[src/rtl/mem_access_unit.sv]
// mem_access_unit: byte/half/word load-store unit in front of a word-addressed data memory.
// Sub-word stores run as read-modify-write; loads return lane-extracted, extended data.
module mem_access_unit #(
  parameter int DATA_WIDTH = 32,
  parameter int ADDR_WIDTH = 8
) (
  input  logic                  clk,
  input  logic                  rst_n,
  input  logic                  req_valid,
  output logic                  req_ready,
  input  logic                  req_write,
  input  logic [1:0]            req_size,
  input  logic                  req_signed,
  input  logic [ADDR_WIDTH-1:0] req_addr,
  input  logic [DATA_WIDTH-1:0] req_wdata,
  output logic                  resp_valid,
  output logic [DATA_WIDTH-1:0] resp_rdata,
  output logic                  resp_err,
  output logic                  MemRead,
  output logic                  MemWrite,
  output logic [ADDR_WIDTH-1:0] Address,
  output logic [DATA_WIDTH-1:0] WriteData,
  input  logic [DATA_WIDTH-1:0] ReadData
);
  typedef enum logic [2:0] {IDLE, ACC, RMW_RD, RMW_WR, RESP} state_t;
  state_t                state_q, state_d;
  logic                  write_q, write_d, signed_q, signed_d, err_q, err_d;
  logic [1:0]            size_q, size_d;
  logic [ADDR_WIDTH-1:0] addr_q, addr_d;
  logic [DATA_WIDTH-1:0] wdata_q, wdata_d, merge_q, merge_d, rdata_q, rdata_d;
  logic                  bad;
  logic [4:0]            sh;
  logic [DATA_WIDTH-1:0] lane, half, load_val, mask, merged;
  assign bad = req_size == 2'b11 || (req_size == 2'b01 && req_addr[0]) ||
               (req_size == 2'b10 && req_addr[1:0] != 2'b00);
  assign sh = {addr_q[1:0], 3'b000};
  assign lane = ReadData >> sh;
  assign half = ReadData >> {addr_q[1], 4'b0000};
  assign load_val = size_q == 2'b00 ? {{(DATA_WIDTH-8){signed_q & lane[7]}}, lane[7:0]} :
                    size_q == 2'b01 ? {{(DATA_WIDTH-16){signed_q & half[15]}}, half[15:0]} :
                    ReadData;
  // Half stores are 2-aligned, so the byte-lane shift also places the half correctly.
  assign mask = (size_q == 2'b00 ? DATA_WIDTH'(8'hFF) : DATA_WIDTH'(16'hFFFF)) << sh;
  assign merged = (merge_q & ~mask) | ((wdata_q << sh) & mask);
  always_comb begin
    state_d = state_q;
    write_d = write_q;
    size_d = size_q;
    signed_d = signed_q;
    addr_d = addr_q;
    wdata_d = wdata_q;
    merge_d = merge_q;
    rdata_d = rdata_q;
    err_d = err_q;
    case (state_q)
      IDLE: if (req_valid) begin
        write_d = req_write;
        size_d = req_size;
        signed_d = req_signed;
        addr_d = req_addr;
        wdata_d = req_wdata;
        rdata_d = '0;
        err_d = bad;
        state_d = bad ? RESP : (req_write && req_size != 2'b10) ? RMW_RD : ACC;
      end
      ACC: begin
        rdata_d = write_q ? '0 : load_val;
        state_d = RESP;
      end
      RMW_RD: begin
        merge_d = ReadData;
        state_d = RMW_WR;
      end
      RMW_WR: state_d = RESP;
      default: state_d = IDLE;
    endcase
  end
  always_ff @(posedge clk or negedge rst_n)
    if (!rst_n) begin
      state_q <= IDLE;
      write_q <= 1'b0;
      size_q <= '0;
      signed_q <= 1'b0;
      addr_q <= '0;
      wdata_q <= '0;
      merge_q <= '0;
      rdata_q <= '0;
      err_q <= 1'b0;
    end else begin
      state_q <= state_d;
      write_q <= write_d;
      size_q <= size_d;
      signed_q <= signed_d;
      addr_q <= addr_d;
      wdata_q <= wdata_d;
      merge_q <= merge_d;
      rdata_q <= rdata_d;
      err_q <= err_d;
    end
  assign req_ready = state_q == IDLE;
  assign resp_valid = state_q == RESP;
  assign resp_rdata = state_q == RESP ? rdata_q : '0;
  assign resp_err = state_q == RESP && err_q;
  assign MemRead = (state_q == ACC && !write_q) || state_q == RMW_RD;
  assign MemWrite = (state_q == ACC && write_q) || state_q == RMW_WR;
  assign Address = (state_q == ACC || state_q == RMW_RD || state_q == RMW_WR) ?
                   {2'b00, addr_q[ADDR_WIDTH-1:2]} : '0;
  assign WriteData = (state_q == ACC && write_q) ? wdata_q : state_q == RMW_WR ? merged : '0;
endmodule

[config.mk]
export PLATFORM = sky130hd
export DESIGN_NAME = mem_access_unit
export DESIGN_NICKNAME = d
export VERILOG_FILES = /design/src/rtl/mem_access_unit.sv
export SDC_FILE = /design/constraint.sdc
export NUM_CORES = 1
export LEC_CHECK = 0
export BUFFER_PORTS_ARGS = -buffer_cell sky130_fd_sc_hd__buf_2
export CAP_MARGIN = 25
export CORE_MARGIN = 1
export CORE_UTILIZATION = 32
export CTS_CLUSTER_SIZE = 40
export DETAILED_ROUTE_END_ITERATION = 10
export GPL_ROUTABILITY_DRIVEN = 0
export MAX_ROUTING_LAYER = met4
export PLACE_DENSITY = 0.58
export SLEW_MARGIN = 15
export SYNTH_ARGS = -nofsm -noshare
export SYNTH_HDL_FRONTEND = slang
export SYNTH_SLANG_ARGS = --single-unit
[constraint.sdc]
create_clock -name clk -period 2.7 [get_ports clk]
set_clock_uncertainty 0.2 [all_clocks]
set_input_delay 0.27 -clock clk [delete_from_list [all_inputs] [get_ports clk]]
set_output_delay 0.27 -clock clk [all_outputs]
set_load 0.03 [all_outputs]
==> impl_metrics.csv <==
group,metric,value,unit
floorplanning,die_x,138,µm
sta,min_period,2.60,ns
clock_tree,clk_latency,0.36,ns
synth,synth-adder-area-share,0,%
clock_tree,cts_tree,"yes",
synth,avgSynthCellArea,9.18,µm²
placed_design,dpl.hpwl,13.8,mm
hold_path,hp-class,"input pin to flip-flop",
setup_path,path_cells,"nand2b_1 -> o21ai_2 -> nor2_1 -> o31ai_1 -> buf_2",
final_layout,n_antenna_cell,0,
synth,ys_seq_area_share,47.1,%
placed_design,port-buffer-count,153,
routing,drtAntennaViolNets,0,
setup_path,crit_path_max_incr_delay,0.52,ns
global_route,grt_max_degree,55,
synth,yosysWarnings,0,
synth,synth_cells,648,
floorplanning,fp.dieH,138,µm
routing,first_iter_violations,398,
clock_tree,cts_sinks,112,
outcome,status,"finished with violations",
setup_path,crit_slowest_cell,"dfrtp_2",
setup_path,crit_required,2.23,ns
global_route,grt_antenna_before_repair,0,
final_layout,utilization,43.8,%
synth,synth_top_family_by_area,"simple AND/OR/NAND/NOR gates",
synth,ys_ff_latch,112,
floorplanning,num_rows,49,
synth,synth-simple-area-share,23.1,%
sta,setup_viol,0,
floorplanning,initial_core_util,32.9,%
sta,slew_headroom,54.9,%
setup_path,crit_path_end_kind,"primary output",
setup_path,startpoint_type,"flip-flop",
clock_tree,root_buffer,"clkbuf_16",
routing,first_pass_iters,7,
global_route,grt_usage,21.6,%
routing,drc,26,
power,power,8700,µW
final_layout,final_common_cell,"nand2_1",
sta,setup_tns,0,ns
power,ir_worst_vdd,0.607,mV
synth,syn_area,0.00595,mm²
sta,hold_viol_final,0,
floorplanning,coreArea,0.0181,mm²
synth,synth_async_sr_flop_share,100,%
final_layout,stdcell_area,0.00793,mm²
final_layout,final_cell_mix,"208 x nand2_1, 151 x buf_2, 110 x dfrtp_1, 50 x dlygate4sd3_1, 41 x mux2_2",
routing,wirelength,19.4,mm
sta,slew_viol_final,0,
final_layout,final_cells,1072,
clock_tree,clkTransAtPathRegs,0.07,ns
outcome,failed_checks,"DRC",
routing,vias,5324,
sta,tightest_slew,0.674,ns
floorplanning,die_area,0.0191,mm²
routing,post_drt_wl_per_cell,18.1,µm
synth,synth_mux_area_share,13.1,%
synth,synth-compound-area-share,12.7,%
synth,synth_edf_count,0,
sta,finalCritPeriodShare,96.4,%
global_route,first_global_vias,5360,
sta,max_freq,384,MHz
placed_design,placed_cells,1005,
final_layout,num-nets-final,917,
power,p_leak,0.00408,µW
setup_path,critical_path_class,"flip-flop to primary output",
clock_tree,numCtsBuffers,9,
setup_path,path_max_fanout,12,
routing,vias_per_cell,4.97,
final_layout,drive_above_1_share,30.8,%
global_route,overflow,0,
final_layout,area_growth,33.2,%
synth,synth_ff_type,"dfrtp_1",
flow_run,drv_cap,0,
global_route,grt_pass1_wl,30.9,mm
setup_path,critPathArrivalTime,2.13,ns
synth,synth_xor_area_share,0,%
sta,rsz0062_at_grt,"no",
clock_tree,cts_buffer_depth,2,
synth,netlist-cell-type-count,42,
placed_design,place_area,0.00704,mm²
power,power.density,1100,mW/mm²
clock_tree,cts_htree_levels,3,
floorplanning,io_pins,156,
[repair_timing]
action | in CTS | in global routing
pin swaps | 0 | 1
resized for setup | 3 | 8
hold buffers | 50 | 0
setup buffers | 0 | 1
setup endpoints to repair | 12 | 17
hold endpoints to repair | 85 | 0
[metal layers]
metal / track usage [%] / share of wire [%] / up-vias
li1: - / - / 2598
met5: - / 0 / -
met3: 5.02 / 5.0 / 21
met4: 5.14 / 1.3 / 0
met1: 30.1 / 50 / 2548
met2: 31.6 / 44 / 157
[kinds of logic after synthesis]
group           after synthesis
flops                       112
simple gates                309
compound gates              100
other cells                   1
mux                          73
buf+inv                      53
[registers in the layout (all words and copies together) (netlist names), 2 cells and up]
name     flops
state_q      3
merge_q     32
wdata_q     32
size_q       2
addr_q       8
rdata_q     32
[path summary, 6_finish.rpt]
check                              from            end  slack [ns]  depth (start not counted)
setup / recovery              addr_q[0]  WriteData[16]         0.1                          5
hold / removal             ReadData[11]    merge_q[11]       0.009                          2
setup reg to reg             state_q[2]    rdata_q[18]        0.39                          5
hold reg to reg               addr_q[2]      addr_q[2]        0.28                          2
max in group asynchronous         rst_n    wdata_q[14]        1.33                          3
min in group asynchronous         rst_n    rdata_q[28]        0.25                          2
[worst max-delay path: cells and delay by family (launching register included)]
kind / cells / cell delay, ns
AO/OA/AOI/OAI: 2 / 0.55
buffers and inverters: 1 / 0.26
flip-flops: 1 / 0.52
AND/OR/NAND/NOR: 2 / 0.44
[power by group]
part	switching [µW]	leakage, µW	internal (µW)
Combinational	2450	0.00251	1680
Clock	626	0.000163	892
Sequential	624	0.00141	2430
Total	3700	0.00408	5010
[cells in the mapped netlist, types with 11 or more instances]
cell	number	area [µm²]
mux2_2	41	462
o21ai_0	21	105
dfrtp_1	112	2800
nand2_1	208	781
a22o_1	17	149
mux2i_1	32	320
clkbuf_1	31	116
and3_1	33	206
nor2_1	13	48.8
o21ai_2	11	96.3
nor2b_1	16	100
nand3_1	15	75.1
[stage by stage]
step | worst slack, ns | hold WS (ns)
after CTS | 0.00975 | 0.00307
after global placement | 0.242 | 0.0880
after global routing | 0.0111 | 0.00642
after floorplan | 0.0928 | -0.226
final | 0.0983 | 0.00917
after detailed placement | 0.328 | 0.0909
[final cells by class]
class | instances | area (µm²)
Clock buffer | 14 | 274
Multi-Input combinational cell | 484 | 2970
Inverter | 4 | 15.0
Tap cell | 229 | 287
Clock inverter | 2 | 60.1
Fill cell | 1786 | 10200
Timing Repair Buffer | 227 | 1510
Sequential cell | 112 | 2810
Note: power is estimated with default switching activity, not from simulation.
